## src/rtl/ps2_host_tx_if.sv

```systemverilog
// Host-side handshake between a command source and the PS/2 transmitter.
// The master issues single-byte requests; the slave (the transmitter)
// reports busy, completion and error back to it.
interface ps2_host_tx_if;
    logic [7:0] tx_data;
    logic       tx_start;
    logic       tx_busy;
    logic       tx_done_tick;
    logic       tx_error_tick;
    logic       rx_inhibit;

    // Command source side: drives the byte and the start request
    modport master (
        output tx_data,
        output tx_start,
        input  tx_busy,
        input  tx_done_tick,
        input  tx_error_tick,
        input  rx_inhibit
    );

    // Transmitter side: consumes the request, reports frame status
    modport slave (
        input  tx_data,
        input  tx_start,
        output tx_busy,
        output tx_done_tick,
        output tx_error_tick,
        output rx_inhibit
    );
endinterface

```

## src/rtl/ps2_host_tx.sv

```systemverilog
// Host-to-device PS/2 transmitter. Sends one command byte to the keyboard
// by inhibiting the bus, issuing a request-to-send and then shifting the
// frame out on device-generated clock falls. The shared lines are driven
// open-drain through the *_oe outputs (1 = pull low). rx_inhibit tells the
// companion receiver to ignore the bus while this block owns it.
module ps2_host_tx #(
    parameter int INHIBIT_CYCLES = 800,
    parameter int TIMEOUT_CYCLES = 160000,
    parameter int FILTER_LEN     = 8
) (
    input  logic         clk,
    input  logic         reset,
    ps2_host_tx_if.slave host,
    input  logic         ps2c_i,
    input  logic         ps2d_i,
    output logic         ps2c_oe,
    output logic         ps2d_oe
);

    localparam int IW = (INHIBIT_CYCLES > 1) ? $clog2(INHIBIT_CYCLES + 1) : 1;
    localparam int TW = (TIMEOUT_CYCLES > 1) ? $clog2(TIMEOUT_CYCLES + 1) : 1;

    typedef enum logic [2:0] {
        IDLE,
        INHIBIT,
        RELEASE,
        SEND,
        ACK,
        WAIT_IDLE
    } state_t;

    // Synchronised and filtered versions of the two bus lines
    logic [1:0]            c_sync;
    logic [1:0]            d_sync;
    logic [FILTER_LEN-1:0] c_hist;
    logic [FILTER_LEN-1:0] d_hist;
    logic                  c_filt;
    logic                  d_filt;
    logic                  c_filt_d;
    logic                  c_fall;
    logic                  c_edge;

    // FSM registers and their next-state values
    state_t          state_q, state_n;
    logic [9:0]      shift_q, shift_n;
    logic [3:0]      edge_cnt_q, edge_cnt_n;
    logic [IW-1:0]   inh_cnt_q, inh_cnt_n;
    logic [TW-1:0]   timer_q, timer_n;
    logic            ack_ok_q, ack_ok_n;
    logic            c_oe_q, c_oe_n;
    logic            d_oe_q, d_oe_n;
    logic            busy_q, busy_n;
    logic            done_q, done_n;
    logic            err_q, err_n;
    logic            timing_state;

    // Two-flop synchronisers; idle bus level is high, so preset to 1
    always_ff @(posedge clk or posedge reset) begin
        if (reset) begin
            c_sync <= 2'b11;
            d_sync <= 2'b11;
        end else begin
            c_sync <= {c_sync[0], ps2c_i};
            d_sync <= {d_sync[0], ps2d_i};
        end
    end

    // Sample-history filter: a line only changes after FILTER_LEN equal samples
    always_ff @(posedge clk or posedge reset) begin
        if (reset) begin
            c_hist <= '1;
            d_hist <= '1;
            c_filt <= 1'b1;
            d_filt <= 1'b1;
        end else begin
            c_hist <= {c_hist[FILTER_LEN-2:0], c_sync[1]};
            d_hist <= {d_hist[FILTER_LEN-2:0], d_sync[1]};
            if (&c_hist) begin
                c_filt <= 1'b1;
            end else if (~|c_hist) begin
                c_filt <= 1'b0;
            end
            if (&d_hist) begin
                d_filt <= 1'b1;
            end else if (~|d_hist) begin
                d_filt <= 1'b0;
            end
        end
    end

    // Registered edge detection on the filtered clock: fall pulse plus any-edge for the watchdog
    always_ff @(posedge clk or posedge reset) begin
        if (reset) begin
            c_filt_d <= 1'b1;
            c_fall   <= 1'b0;
            c_edge   <= 1'b0;
        end else begin
            c_filt_d <= c_filt;
            c_fall   <= c_filt_d & ~c_filt;
            c_edge   <= c_filt_d ^ c_filt;
        end
    end

    // The watchdog only runs once the device is expected to be clocking
    assign timing_state = (state_q == RELEASE) || (state_q == SEND) ||
                          (state_q == ACK)     || (state_q == WAIT_IDLE);

    // Next-state and registered-output logic; timeout overrides everything else
    always_comb begin
        state_n    = state_q;
        shift_n    = shift_q;
        edge_cnt_n = edge_cnt_q;
        inh_cnt_n  = inh_cnt_q;
        timer_n    = timer_q;
        ack_ok_n   = ack_ok_q;
        c_oe_n     = c_oe_q;
        d_oe_n     = d_oe_q;
        busy_n     = busy_q;
        done_n     = 1'b0;
        err_n      = 1'b0;

        if (timing_state) begin
            if (c_edge) begin
                timer_n = '0;
            end else begin
                timer_n = timer_q + 1'b1;
            end
        end

        case (state_q)
            IDLE: begin
                c_oe_n = 1'b0;
                d_oe_n = 1'b0;
                busy_n = 1'b0;
                if (host.tx_start) begin
                    shift_n    = {1'b1, ~^host.tx_data, host.tx_data};
                    edge_cnt_n = '0;
                    inh_cnt_n  = '0;
                    timer_n    = '0;
                    ack_ok_n   = 1'b0;
                    busy_n     = 1'b1;
                    c_oe_n     = 1'b1;
                    state_n    = INHIBIT;
                end
            end
            INHIBIT: begin
                c_oe_n = 1'b1;
                d_oe_n = 1'b0;
                if (inh_cnt_q == IW'(INHIBIT_CYCLES - 1)) begin
                    d_oe_n  = 1'b1;
                    timer_n = '0;
                    state_n = RELEASE;
                end else begin
                    inh_cnt_n = inh_cnt_q + 1'b1;
                end
            end
            RELEASE: begin
                c_oe_n  = 1'b0;
                timer_n = '0;
                state_n = SEND;
            end
            SEND: begin
                if (c_fall) begin
                    d_oe_n     = ~shift_q[0];
                    shift_n    = {1'b0, shift_q[9:1]};
                    edge_cnt_n = edge_cnt_q + 4'd1;
                    if (edge_cnt_q == 4'd9) begin
                        timer_n = '0;
                        state_n = ACK;
                    end
                end
            end
            ACK: begin
                if (c_fall) begin
                    ack_ok_n = ~d_filt;
                    timer_n  = '0;
                    state_n  = WAIT_IDLE;
                end
            end
            WAIT_IDLE: begin
                if (c_filt && d_filt) begin
                    done_n  = ack_ok_q;
                    err_n   = ~ack_ok_q;
                    busy_n  = 1'b0;
                    timer_n = '0;
                    state_n = IDLE;
                end
            end
            default: begin
                c_oe_n  = 1'b0;
                d_oe_n  = 1'b0;
                busy_n  = 1'b0;
                state_n = IDLE;
            end
        endcase

        if (timing_state && (timer_q == TW'(TIMEOUT_CYCLES - 1))) begin
            c_oe_n  = 1'b0;
            d_oe_n  = 1'b0;
            busy_n  = 1'b0;
            done_n  = 1'b0;
            err_n   = 1'b1;
            timer_n = '0;
            state_n = IDLE;
        end
    end

    // State register; reset releases both lines without waiting for a clock edge
    always_ff @(posedge clk or posedge reset) begin
        if (reset) begin
            state_q    <= IDLE;
            shift_q    <= '0;
            edge_cnt_q <= '0;
            inh_cnt_q  <= '0;
            timer_q    <= '0;
            ack_ok_q   <= 1'b0;
            c_oe_q     <= 1'b0;
            d_oe_q     <= 1'b0;
            busy_q     <= 1'b0;
            done_q     <= 1'b0;
            err_q      <= 1'b0;
        end else begin
            state_q    <= state_n;
            shift_q    <= shift_n;
            edge_cnt_q <= edge_cnt_n;
            inh_cnt_q  <= inh_cnt_n;
            timer_q    <= timer_n;
            ack_ok_q   <= ack_ok_n;
            c_oe_q     <= c_oe_n;
            d_oe_q     <= d_oe_n;
            busy_q     <= busy_n;
            done_q     <= done_n;
            err_q      <= err_n;
        end
    end

    assign ps2c_oe            = c_oe_q;
    assign ps2d_oe            = d_oe_q;
    assign host.tx_busy       = busy_q;
    assign host.rx_inhibit    = busy_q;
    assign host.tx_done_tick  = done_q;
    assign host.tx_error_tick = err_q;

endmodule
```

## src/flat_wrapper.sv

```systemverilog
// flat-port wrapper written by rule: the top's interface ports become plain ports
module ps2_host_tx_flat 
#(
    parameter int INHIBIT_CYCLES = 800,
    parameter int TIMEOUT_CYCLES = 160000,
    parameter int FILTER_LEN     = 8
)
  (clk, reset, ps2c_i, ps2d_i, ps2c_oe, ps2d_oe, host_tx_data, host_tx_start, host_tx_busy, host_tx_done_tick, host_tx_error_tick, host_rx_inhibit);
  ps2_host_tx_if host_i ();
  input  logic clk;
  input  logic reset;
  input  logic ps2c_i;
  input  logic ps2d_i;
  output logic ps2c_oe;
  output logic ps2d_oe;
  input wire logic [$bits(host_i.tx_data)-1:0] host_tx_data;
  input wire logic [$bits(host_i.tx_start)-1:0] host_tx_start;
  output wire logic [$bits(host_i.tx_busy)-1:0] host_tx_busy;
  output wire logic [$bits(host_i.tx_done_tick)-1:0] host_tx_done_tick;
  output wire logic [$bits(host_i.tx_error_tick)-1:0] host_tx_error_tick;
  output wire logic [$bits(host_i.rx_inhibit)-1:0] host_rx_inhibit;
  assign host_i.tx_data = host_tx_data;
  assign host_i.tx_start = host_tx_start;
  assign host_tx_busy = host_i.tx_busy;
  assign host_tx_done_tick = host_i.tx_done_tick;
  assign host_tx_error_tick = host_i.tx_error_tick;
  assign host_rx_inhibit = host_i.rx_inhibit;
  ps2_host_tx #(.INHIBIT_CYCLES(INHIBIT_CYCLES), .TIMEOUT_CYCLES(TIMEOUT_CYCLES), .FILTER_LEN(FILTER_LEN)) u_core (.clk(clk), .reset(reset), .host(host_i), .ps2c_i(ps2c_i), .ps2d_i(ps2d_i), .ps2c_oe(ps2c_oe), .ps2d_oe(ps2d_oe));
endmodule
```

## config.mk

```make
export PLATFORM = sky130hd
export DESIGN_NAME = ps2_host_tx_flat
export DESIGN_NICKNAME = d
export VERILOG_FILES = /design/src/rtl/ps2_host_tx_if.sv /design/src/rtl/ps2_host_tx.sv /design/src/flat_wrapper.sv
export SDC_FILE = /design/constraint.sdc
export NUM_CORES = 1
export LEC_CHECK = 0
export CAP_MARGIN = 25
export CORE_MARGIN = 10
export CORE_UTILIZATION = 47
export DETAILED_ROUTE_END_ITERATION = 10
export GPL_ROUTABILITY_DRIVEN = 0
export PLACE_DENSITY = 0.72
export SYNTH_ARGS = -nofsm -noshare
export SYNTH_HDL_FRONTEND = slang
export SYNTH_SLANG_ARGS = --single-unit
```

## constraint.sdc

```tcl
create_clock -name clk -period 3.1 [get_ports clk]
set_input_delay 0.465 -clock clk [delete_from_list [all_inputs] [get_ports clk]]
set_output_delay 0.465 -clock clk [all_outputs]
set_load 0.01 [all_outputs]
```

# Yosys cells after proc, flatten, opt, wreduce, memory -nomap -nowiden
# Index checks and enable logic that the tools add are counted.
word_totals:
  elab_cells: 125
  mem_count: 0
  mem_bits_rw: 0
  latch_bits: 0
  regBits: 76
  mem_bits_ro: 0
  output_inout_bits: 6
op_classes:
  n_reduce_logical: 23
  shifts: 0
  div_mod_pow: 0
  n_lt_le_gt_ge: 0
  n_eq_ne: 23
  addsub: 3
  mul: 0
  n_mux: 50
  n_bitwise: 6
ops:
  columns: ["cell", "count"]
  rows:
  - ["2-to-1 mux 18 bit", 9]
  - ["case mux 18 bit (6 select lines)", 1]
  - ["2-to-1 mux 10 bit", 4]
  - ["case mux 10 bit (2 select lines)", 2]
  - ["2-to-1 mux 3 bit", 7]
  - ["2-to-1 mux 1 bit", 19]
  - ["adder 18 x 1 -> 18 bit, second input constant", 1]
  - ["equality test 18 bit, second input constant", 1]
  - ["case mux 3 bit (6 select lines)", 1]
  - ["AND reduction 8 bit", 2]
  - ["OR reduction 8 bit", 2]
  - ["!= test 2 x 1 -> 1 bit, second input constant", 7]
  - ["adder 10 x 1 -> 10 bit, second input constant", 1]
  - ["equality test 10 bit, second input constant", 1]
  - ["!= test 3 x 2 -> 1 bit, second input constant", 3]
  - ["case mux 1 bit (3 select lines)", 3]
  - ["AND reduction 3 bit", 3]
  - ["2-to-1 mux 4 bit", 2]
  - ["case mux 4 bit (2 select lines)", 1]
  - ["XNOR reduction 8 bit", 1]
  - ["equality test 3 x 2 -> 1 bit, second input constant", 2]
  - ["equality test 3 bit, second input constant", 2]
  - ["!= test 3 bit, second input constant", 2]
  - ["AND reduction 6 bit", 1]
  - ["16 further kinds", 27]

# Longest topological paths before layout
# Gate-level depths: netlist of the first run.
depth:
  ltp_word: 9
  mapped_depth: 7
  mapped_depth_nobuf: 7

# Worst setup path before layout of the first run
# OpenSTA, ideal clock, no wires.
synth_timing:
  path_kind: "register -> register"
  from: "reg u_core.state_q[2]"
  to: "reg u_core.timer_q[0]"
  required_time_ns: 2.971
  path_buffers: 1
  setup_ns: 0.129
  t_arrival_ns: 1.632
  synth_period_minus_slack_ns: 1.761
  path_slack_ns: 1.339
  path_stages_with_launch: 7
  cell_sequence: "dfrtp_1 buf_2 xnor2_1 nor4_1 nand4_1 nand3_1 nor2_1"
synth_via:
  elab_chain_cells: 9
synth_lines:
  columns: ["item", "line_no", "rtl"]
  rows:
  - ["start: declaration", "ps2_host_tx.sv:44", "state_t state_q, state_n;"]
  - ["start signal: assignment", "ps2_host_tx.sv:223", "state_q <= state_n;"]
  - ["equality test 3 x 2 -> 1 bit", "ps2_host_tx.sv:105, ps2_host_tx.sv:130", null]
  - ["logical OR 1 bit (2 in series)", "ps2_host_tx.sv:105", "assign timing_state = (state_q == RELEASE) || (state_q == SEND) ||"]
  - ["logical OR 1 bit", "ps2_host_tx.sv:106", "(state_q == ACK) || (state_q == WAIT_IDLE);"]
  - ["2-to-1 mux 18 bit", "ps2_host_tx.sv:122", "if (timing_state) begin"]
  - ["2-to-1 mux 18 bit", "ps2_host_tx.sv:167", "if (edge_cnt_q == 4'd9) begin"]
  - ["2-to-1 mux 18 bit", "ps2_host_tx.sv:163", "if (c_fall) begin"]
  - ["case mux 18 bit (6 select lines)", "ps2_host_tx.sv:130", "case (state_q)"]
  - ["2-to-1 mux 18 bit *", "ps2_host_tx.sv:197", "if (timing_state && (timer_q == TW'(TIMEOUT_CYCLES - 1))) begin"]
  - ["named net u_core.timer_n[0]", "ps2_host_tx.sv:48", "logic [TW-1:0] timer_q, timer_n;"]
  - ["end signal: assignment", "ps2_host_tx.sv:227", "timer_q <= timer_n;"]
  - ["end: declaration", "ps2_host_tx.sv:48", null]
# The timed path passes the listed nets; every way through them passes the cells marked *.
# A chain may end at the register's enable or synchronous reset.

# Worst setup path in the final report of the first run
layout_timing:
  from: "reg u_core.state_q[1]"
  to: "reg u_core.timer_q[3]"
# The elaborated chain is that of the path after synthesis.

==> impl_metrics.csv, run 1 <==
group,metric,value,unit
run_status,outcome,"finished, final reports clean",
power_and_ir_drop,seqPwrFrac,0.590,
cells_and_area,antennaDiodeCount,0,
cells_and_area,multiInputGateArea,1424,um2
placement,place_ws,0.8067,ns
cts,cts_buffer_depth,2,
cells_and_area,register_area,1931,um2
timing,fin_crit_sh,0.7120,
worst_setup_path,crit_family,"simple AND/OR/NAND/NOR gates",
power_and_ir_drop,leakagePower,1.667,nW
cells_and_area,mostFrequentLayoutCells,"dfrtp_1, nor2_1, nand2_1",
drt,wire_per_inst,13.76,um
cts,hold_buffers,0,
cts,numClockSinks,76,
worst_setup_path,crit_buf_inv,0,
floorplanning,num_rows,31,
cts,cts_resized,0,
floorplanning,pin_count,19,
cts,cts_tree,"built",
power_and_ir_drop,swShare,0.2218,
global_route,grt_usage,0.1221,
timing,grt_setup_unrepaired,"false",
placement,hpwl,4.474,mm
drt,vias_per_cell,5.285,
timing,period_minus_slack,2.207,ns
timing,slew_headroom,0.5630,
power_and_ir_drop,vdd_drop_max,0.0002340,V
power_and_ir_drop,clkPwrFrac,0.369,
timing,setup_ws,0.8928,ns
synthesis,synthCells,332,
worst_setup_path,critPathSlowestCell,"dfrtp_1",
placement,portBuffers,18,
worst_setup_path,critPathRequiredTime,3.32,ns
timing,drv_slew,0,
cells_and_area,fillers,647,
global_route,grt.overflow.total,0,
synthesis,ys_warn_count,0,
cts,h-tree-depth,3,
cts,clk-insertion-delay-late,0.35,ns
power_and_ir_drop,power.density,451.1,nW/um2
synthesis,syn_area,3450,um2
worst_setup_path,slowest_delay,0.64,ns
power_and_ir_drop,p_sw,0.3917,mW
flow_run,maxCapViolCount,0,
cts,clk_pin_slew_worst_paths,0.07,ns
floorplanning,die_area,11170,um2
global_route,grt_pass1_vias,2386,
power_and_ir_drop,internal-power,1.374,mW
drt,vias,2426,
drt,drc,0,
power_and_ir_drop,p_comb_frac,0.042,
global_route,grt_start_max_net_pins,40,
worst_setup_path,cp_max_fo,14,
drt,routed_wl,6.318,mm
worst_setup_path,worstSetupPathType,"flop to flop",
drt,ant_nets,0,
timing,clock.fmax,0.4531,GHz
cts,root_buffer,"clkbuf_8",
synthesis,synth_seq_area_share,0.5597,
cells_and_area,postLayoutCoreUtil,0.5454,
power_and_ir_drop,power,1.766,mW
cells_and_area,fin_nets,373,
timing,finalSetupViolations,0,
timing,hold_viol,0,
floorplanning,die_y,105.7,um
cells_and_area,final_common_cell,"dfrtp_1",
floorplanning,initial_core_util,0.4807,
cells_and_area,area_delta_synth_final,13.46,%
cells_and_area,drive_gt1_frac,0.1333,
worst_setup_path,crit_chain,"xnor2_1 > nor4_1 > nand4_1 > nand3_1 > nor2_1",
drt,first_iter_violations,105,
global_route,antenna_found_initial,0,
timing,final.setup.tns,0,ns
worst_setup_path,critPathLaunchType,"flop",
synthesis,post_synth.cell_area_avg,10.39,um2
synthesis,syn_nets,350,
timing,fin_skew,0.007610,ns
min_path,min_path_type,"flop to flop",
timing,worstMarginPinSlew,0.6504,ns
cts,cts_setup_buffers,0,
worst_setup_path,endpoint_kind,"flop",
worst_setup_path,arrival,2.43,ns
cts,cts_buffers,9,
global_route,grt_pass1_wl,11.30,mm
synthesis,ys_types,45,
floorplanning,core,7176,um2
drt,dr.pass1.iters,5,
synthesis,ys_seq_elements,76,
floorplanning,die_w,105.7,um
layout make-up:
class	count	share of cell area
clock buffer	14	0.03900
sequential	76	0.4933
tap	99	0.03165
timing repair buffer	25	0.05946
multi-input combinational	233	0.3638
inverter	10	0.009591
clock inverter	2	0.003197
routing by layer:
layer  part of all wire  vias to the layer above  routed length, um  track usage
met2               0.45                       37               2862       0.1802
met1               0.49                     1193               3105       0.1617
met3              0.039                        9                246      0.03715
li1                   -                     1187                  -            -
met4              0.016                        0                104      0.05319
met5                  0                        -                  0            0
metrics by stage:
stage	hold WS [ns]	std cells	area [um2]
3_5_place_dp	0.3482	443	3749
2_1_floorplan	0.3452	332	3450
4_1_cts	0.3594	459	3914
5_1_grt	0.3553	459	3914
3_3_place_gp	0.3467	443	3749
6_report	0.3581	459	3914
cell families (layout without fill, tap and decap cells):
logic type,count (synthesis),in the layout,share of synthesized area
adders and majority gates,5,5,0.01814
buffers and inverters,23,51,0.02757
and+or+nand+nor,142,142,0.2071
AOI/OAI and AO/OA,42,42,0.07218
muxes,9,9,0.02648
DFF,76,76,0.5597
xor gates and xnor gates,35,35,0.08886
power groups by stage:
stage	sequential, mW	combinational [mW]	clock [mW]
global placement	1.06	0.0741	0
detailed placement	1.06	0.0755	0
finish	1.04	0.0734	0.651
global route	1.04	0.0836	0.720
CTS	1.04	0.0757	0.671
floorplan	1.05	0.0443	0
synth_stat cells:
cell type	n	area, um2
a211oi_1	2	15.01
a21o_1	1	7.510
a21oi_1	8	40.04
a221o_1	1	10.01
a22o_1	1	8.760
a31oi_1	1	6.260
and3_1	4	25.02
and3b_1	1	8.760
and4_1	2	17.52
and4b_1	2	20.02
buf_2	4	20.02
buf_4	1	7.510
clkbuf_1	8	30.03
dfrtp_1	53	1326
dfstp_2	23	604.3
ha_1	5	62.56
inv_1	10	37.54
mux2_2	1	11.26
mux2i_1	8	80.08
nand2_1	35	131.4
nand2b_1	3	18.77
nand3_1	15	75.07
nand4_1	8	50.05
nor2_1	39	146.4
nor2b_1	1	6.260
nor3_1	10	50.05
nor3b_1	4	30.03
nor4_1	7	43.79
nor4_2	1	12.51
nor4b_1	1	8.760
nor4b_2	1	15.01
o211ai_1	2	15.01
o21a_1	1	7.510
o21ai_0	19	95.09
o21ai_1	1	5.000
o21bai_1	1	7.510
o22ai_1	1	6.260
o31ai_1	1	7.510
o41ai_1	2	17.52
or2_2	1	6.260
or3_1	4	25.02
or3b_2	1	8.760
or4_1	2	15.01
xnor2_1	23	201.4
xor2_1	12	105.1
path summary, 6_finish.rpt:
check	from	end	slack (ns)	depth (start not counted)
worst max-delay path	u_core.state_q[1]$_DFFE_PP0P_	u_core.timer_q[3]$_DFF_PP0_	0.89	5
worst min-delay path	u_core.d_sync[0]$_DFF_PP1_	u_core.d_sync[1]$_DFF_PP1_	0.36	0
worst max register to register	u_core.state_q[1]$_DFFE_PP0P_	u_core.timer_q[3]$_DFF_PP0_	0.89	5
worst min register to register	u_core.d_sync[0]$_DFF_PP1_	u_core.d_sync[1]$_DFF_PP1_	0.36	0
max in group asynchronous	reset	u_core.c_sync[1]$_DFF_PP1_	2.19	3
min in group asynchronous	reset	u_core.timer_q[11]$_DFF_PP0_	0.54	3
sequential cells by signal (all words and copies together), names as in the netlist:
signal and flops:
u_core.host.tx_done_tick 1, u_core.c_filt_d 1, u_core.ps2c_oe 1, u_core.c_hist 8, u_core.host.rx_inhibit 1, u_core.c_filt 1, u_core.edge_cnt_q 4, u_core.d_sync 2
u_core.d_hist 8, u_core.timer_q 18, u_core.c_edge 1, u_core.state_q 3, u_core.d_filt 1, u_core.host.tx_error_tick 1, u_core.ps2d_oe 1, u_core.ack_ok_q 1
u_core.c_fall 1, u_core.c_sync 2, u_core.shift_q 10, u_core.inh_cnt_q 10
(Power assumes the default switching activity.)
==> inputs of run 2 (changes only) <==
clock period = 2.28 ns   (was 3.1 ns; I/O delays follow)
==> run 2 against run 1 <==
- combinational power rose by 43%
- via count decreased by 0.21%
- die area is the same
- register-to-register slack got worse by 0.58 ns
- design area rose by 3.0%
- count of clock-buffer cells in the layout decreased by 4
- fmax rose by 12%
- setup slack got worse by 0.58 ns
- sequential share of layout area down 1.4 points
- clock power increased by 72%
- sequential cell count is the same
- routed wire length is 0.63% lower
==> impl_metrics.csv, run 2 (synthesis results as in run 1) <==
group,metric,value,unit
worst_setup_path,critPathRequiredTime,2.50,ns
cts,cts_tree,"built",
worst_setup_path,slowest_delay,0.44,ns
drt,routed_wl,6.278,mm
cells_and_area,reg.largest.list,"u_core.timer_q: 18 flops, u_core.inh_cnt_q: 10 flops, u_core.shift_q: 10 flops",
cells_and_area,fin_area,4031,um2
timing,worstMarginPinSlew,0.6153,ns
cts,cts_resized,0,
timing,grt_setup_unrepaired,"false",
power_and_ir_drop,power.density,653.6,nW/um2
worst_setup_path,cp_max_fo,8,
global_route,grt_start_max_net_pins,27,
cts,cts_setup_buffers,0,
drt,ant_nets,0,
worst_setup_path,critPathLaunchType,"flop",
cells_and_area,area_delta_synth_final,16.87,%
worst_setup_path,crit_chain,"or3_1 > nor4_1 > o211ai_1 > nand2_1 > nor2_1",
power_and_ir_drop,power,2.635,mW
cts,clk_pin_slew_worst_paths,0.08,ns
cells_and_area,postLayoutCoreUtil,0.5618,
worst_setup_path,worstSetupPathType,"flop to flop",
worst_setup_path,arrival,2.19,ns
placement,portBuffers,18,
timing,drv_slew,0,
floorplanning,core,7176,um2
floorplanning,die_w,105.7,um
floorplanning,initial_core_util,0.4807,
cts,h-tree-depth,3,
worst_setup_path,critPathSlowestCell,"dfrtp_1",
timing,finalSetupViolations,0,
drt,dr.pass1.iters,4,
cells_and_area,finalNonFillerCells,465,
global_route,grt_usage,0.1206,
worst_setup_path,endpoint_kind,"flop",
drt,first_iter_violations,54,
cells_and_area,fin_nets,379,
timing,clock.fmax,0.5071,GHz
cells_and_area,mostFrequentLayoutCells,"dfrtp_1, nor2_1, nand2_1",
power_and_ir_drop,vdd_drop_max,0.0006881,V
cells_and_area,largest_register_ff_count,18,
drt,vias_per_cell,5.206,
placement,place_area,3806,um2
cts,numClockSinks,76,
timing,fin_crit_sh,0.8649,
drt,wire_per_inst,13.50,um
worst_setup_path,r2r_cells,5,
cts,hold_buffers,0,
worst_setup_path,r2r-end,"u_core.timer_q[4]$_DFF_PP0_",
timing,hold-worst-slack,0.3279,ns
placement,dp_cells,449,
floorplanning,die_area,11170,um2
drt,drc,0,
timing,setup_ws,0.3080,ns
global_route,grt_pass1_vias,2513,
floorplanning,num_rows,31,
placement,hpwl,4.490,mm
global_route,grt.overflow.total,0,
cts,clk-insertion-delay-late,0.34,ns
worst_setup_path,r2r_slack,0.31,ns
cts,cts_buffers,9,
cts,cts_buffer_depth,2,
worst_setup_path,r2r-start,"u_core.inh_cnt_q[5]$_DFFE_PP0P_",
floorplanning,die_y,105.7,um
cells_and_area,largest-register,"u_core.timer_q",
timing,period_minus_slack,1.972,ns
global_route,antenna_found_initial,0,
timing,fin_skew,0.008151,ns
cells_and_area,drive_gt1_frac,0.1585,
power_and_ir_drop,leakagePower,1.736,nW
drt,vias,2421,
cts,root_buffer,"clkbuf_8",
cells_and_area,final_common_cell,"dfrtp_1",
timing,slew_headroom,0.5871,
timing,hold_viol,0,
global_route,grt_pass1_wl,11.28,mm
flow_run,maxCapViolCount,0,
run_status,outcome,"finished, final reports clean",
floorplanning,pin_count,19,
placement,place_ws,0.2529,ns
min_path,min_path_type,"primary input to async pin",
timing,final.setup.tns,0,ns
cells_and_area,antennaDiodeCount,0,
## run 2: cell count changes in the layout (fill, tap and decap cells not counted)
cell,delta
buf_4,+5
clkbuf_1,-4
buf_12,+1
clkinv_4,+2
clkinv_2,+1
clkinvlp_4,-1
bufinv_16,+2
## run 2: worst max-delay path by stage
stage | from | endpoint | slack (ns) | cells after the start
6_report | u_core.inh_cnt_q[5]$_DFFE_PP0P_ | u_core.timer_q[4]$_DFF_PP0_ | 0.31 | 5
5_1_grt | u_core.inh_cnt_q[5]$_DFFE_PP0P_ | u_core.timer_q[8]$_DFF_PP0_ | 0.07 | 5
4_1_cts | u_core.inh_cnt_q[5]$_DFFE_PP0P_ | u_core.timer_q[8]$_DFF_PP0_ | 0.29 | 5
3_5_place_dp | host_tx_start | u_core.ps2c_oe$_DFFE_PP0P_ | 0.25 | 7
3_3_place_gp | host_tx_start | u_core.ps2c_oe$_DFFE_PP0P_ | 0.30 | 7
2_1_floorplan | reset | u_core.ack_ok_q$_DFFE_PP0P_ | 0.04 | 1
## run 2: area by class of cell
class                   count  area, um2
clock buffers              10      137.6
clock inverters             6      87.58
fillers                   634       3144
inverters                  10      37.54
multi-input cells         233       1424
flip-flops and latches     76       1931
well taps                  99      123.9
repair buffers             31      290.3
## run 2: worst max-delay path, delay by kind of cell (launching register included)
kind | cells | cell delay (ns)
DFF | 1 | 0.44
AOI/OAI and AO/OA | 1 | 0.22
and+or+nand+nor | 4 | 1.18
## run 2: report_power, final
part / internal, mW / switching (mW) / total, mW
registers: 1.39 / 0.0197 / 1.41
logic: 0.0519 / 0.0529 / 0.105
clock network: 0.645 / 0.470 / 1.12
## run 2: layer usage
metal / vias to the layer above / share of wire / global-route usage
met4: 0 / 0.015 / 0.05222
met1: 1162 / 0.49 / 0.1557
met5: - / 0 / 0
met2: 48 / 0.46 / 0.1860
met3: 8 / 0.039 / 0.03289
li1: 1203 / - / -
==> inputs of run 3 (changes only) <==
ABC_AREA = 1   (was not set)
==> run 3 against run 2 <==
- clock skew is 0.0033 ns higher
- design area is 7.0% higher
- non-clock buffer count is 10 lower
- clock power is 4% lower
- count of clock-buffer cells in the layout is 1 higher
- synthesized cell count is 36% higher
- die area is 8.9% higher
- worst hold slack worse by 0.011 ns
- core utilization is 1.2 points lower
- critical endpoint is now u_core.timer_q[17]$_DFF_PP0_
- largest cell class unchanged
- largest power group unchanged
==> impl_metrics.csv, run 3 <==
group,metric,value,unit
run_status,outcome,"finished, final reports clean",
drt,drc,0,
worst_setup_path,cp-startpoint,"u_core.state_q[1]$_DFFE_PP0P_",
cells_and_area,antennaDiodeCount,0,
worst_setup_path,worstSetupPathType,"flop to flop",
placement,hpwl,5.440,mm
floorplanning,die_area,12160,um2
cells_and_area,largest_register_ff_count,18,
synthesis,post_synth.cell_area_avg,8.514,um2
synthesis,synth_edf_count,0,
timing,finalSetupViolations,0,
synthesis,synth_area_leaders,"dfrtp_1, dfstp_2, nand2_1",
cts,hold_buffers,0,
cts,h-tree-depth,3,
cells_and_area,area_delta_synth_final,12.54,%
min_path,min_path_type,"primary input to async pin",
global_route,grt.overflow.total,0,
floorplanning,die_w,110.3,um
drt,vias,2971,
cells_and_area,multiInputGateArea,1618,um2
cts,numClockSinks,76,
worst_setup_path,slowest_delay,0.58,ns
cells_and_area,postLayoutCoreUtil,0.5494,
drt,dr.pass1.iters,5,
timing,final.setup.tns,0,ns
flow_run,maxCapViolCount,0,
worst_setup_path,critPathSlowestCell,"dfrtp_1",
worst_setup_path,cp_max_fo,16,
floorplanning,core,7848,um2
cts,clk-insertion-delay-late,0.36,ns
floorplanning,die_y,110.3,um
power_and_ir_drop,leakagePower,1.984,nW
timing,grt_setup_unrepaired,"false",
drt,vias_per_cell,5.131,
worst_setup_path,path_common_cell,"nand3_2",
cts,cts_buffers,9,
global_route,antenna_found_initial,0,
cts,cts_tree,"built",
power_and_ir_drop,power,4.302,mW
global_route,grt_usage,0.1327,
synthesis,yosys.area.top_type,"dfrtp_1",
timing,clock.fmax,0.5237,GHz
drt,ant_nets,0,
timing,hold_viol,0,
power_and_ir_drop,power.density,997.7,nW/um2
worst_setup_path,critPathLaunchType,"flop",
timing,fin_crit_sh,0.8376,
synthesis,syn_nets,468,
worst_setup_path,endpoint_kind,"flop",
synthesis,synthCells,450,
synthesis,synth_top_area_share,0.3462,
synthesis,synth_ff_type,"dfrtp_1",
synthesis,ys_types,36,
placement,dp_cells,563,
timing,period_minus_slack,1.910,ns
power_and_ir_drop,vdd_drop_max,0.0003831,V
floorplanning,pin_count,19,
cts,cts_buffer_depth,2,
worst_setup_path,crit_chain,"nand2_4 > nor2_8 > inv_2 > nor2_4 > nor2_1 > nand3_2 > nand3_2 > a21oi_1",
cts,clk_pin_slew_worst_paths,0.08,ns
timing,fin_skew,0.01144,ns
global_route,grt_pass1_vias,2926,
drt,wire_per_inst,12.51,um
synthesis,async_flop_share,1.000,
cts,cts_resized,0,
placement,portBuffers,18,
global_route,grt_pass1_wl,13.00,mm
worst_setup_path,arrival,2.18,ns
worst_setup_path,r2r-start,"u_core.state_q[1]$_DFFE_PP0P_",
cells_and_area,reg.largest.list,"u_core.timer_q: 18 flops, u_core.inh_cnt_q: 10 flops, u_core.shift_q: 10 flops",
drt,routed_wl,7.242,mm
cells_and_area,largest-register,"u_core.timer_q",
synthesis,synth_seq_area_share,0.5039,
cts,cts_setup_buffers,0,
global_route,grt_start_max_net_pins,32,
timing,worstMarginPinSlew,0.4674,ns
cells_and_area,finalNonFillerCells,579,
cells_and_area,fin_area,4312,um2
cells_and_area,register_area,1931,um2
worst_setup_path,crit_buf_inv,1,
cells_and_area,fin_nets,490,
drt,first_iter_violations,66,
cts,root_buffer,"clkbuf_8",
floorplanning,num_rows,32,
cells_and_area,mostFrequentLayoutCells,"nand2_1, nor2_1, dfrtp_1",
placement,place_area,4103,um2
timing,slew_headroom,0.6880,
cells_and_area,fillers,753,
synthesis,syn_area,3831,um2
worst_setup_path,crit_family,"simple AND/OR/NAND/NOR gates",
timing,drv_slew,0,
synthesis,ys_seq_elements,76,
cells_and_area,drive_gt1_frac,0.1468,
worst_setup_path,critPathRequiredTime,2.55,ns
synthesis,synthTopCellsByCount,"nand2_1, nor2_1, dfrtp_1",
cells_and_area,final_common_cell,"nand2_1",
synthesis,yosysMostFrequentCell,"nand2_1",
floorplanning,initial_core_util,0.4882,
synthesis,ys_warn_count,0,
run 3: cell count changes after synthesis, sizes merged, moves of 6 or more:
cell / before / now
clkbuf: 8 / 2
nand2: 35 / 114
nor4: 8 / 2
inv: 10 / 53
a31oi: 1 / 9
mux2i: 8 / 0
nand3b: 0 / 7
nor2: 39 / 63
nand3: 15 / 30
xnor2: 23 / 5
run 3: final cells by class:
type                    count  area share
flip-flops and latches     76      0.4478
multi-input cells         311      0.3752
repair buffers             21     0.05281
inverters                  53     0.04614
clock buffers              11     0.03540
well taps                 102     0.02960
clock inverters             5     0.01306
run 3: final timing paths:
kind / slack [ns] / end / depth (start not counted)
worst max-delay path: 0.37 / u_core.timer_q[17]$_DFF_PP0_ / 8
worst min-delay path: 0.32 / u_core.timer_q[0]$_DFF_PP0_ / 2
worst max register to register: 0.37 / u_core.timer_q[17]$_DFF_PP0_ / 8
worst min register to register: 0.36 / u_core.d_hist[0]$_DFF_PP1_ / 0
max in group asynchronous: 1.37 / u_core.c_filt_d$_DFF_PP1_ / 3
min in group clk: 0.36 / u_core.d_hist[0]$_DFF_PP1_ / 0
run 3: logic make-up after synthesis:
group,count (synthesis),share of synthesized area
simple gates,239,0.2897
compound gates,45,0.06597
xor+xnor,22,0.05029
buf+inv,63,0.07381
fa+ha+maj,5,0.01633
flops,76,0.5039
run 3: power by group:
part	leakage, nW	switching [mW]	internal, mW
clock network	0.109	0.505	0.574
registers	0.937	0.226	1.61
logic	0.938	0.903	0.483
run 3: routing by layer:
metal | global-route usage | part of all wire | vias to the layer above
met5 | 0 | 0 | -
met4 | 0.04954 | 0.017 | 0
met3 | 0.03482 | 0.045 | 14
met2 | 0.2066 | 0.45 | 55
met1 | 0.1737 | 0.49 | 1422
li1 | - | - | 1480
run 3: worst reg2reg max path: cells and delay by family (launching register included):
| kind | cells | cell delay (ns) |
|---|---|---|
| compound gates | 1 | 0.21 |
| simple gates | 6 | 0.88 |
| buf+inv | 1 | 0.17 |
| flops | 1 | 0.58 |
run 3: metrics by stage:
stage               setup slack (ns)  hold WS, ns
finish                        0.3704       0.3172
global route                  0.2159       0.3511
CTS                           0.3718       0.3282
detailed placement            0.3921       0.3473
global placement              0.4505       0.3468
floorplan                    0.03774       0.3452
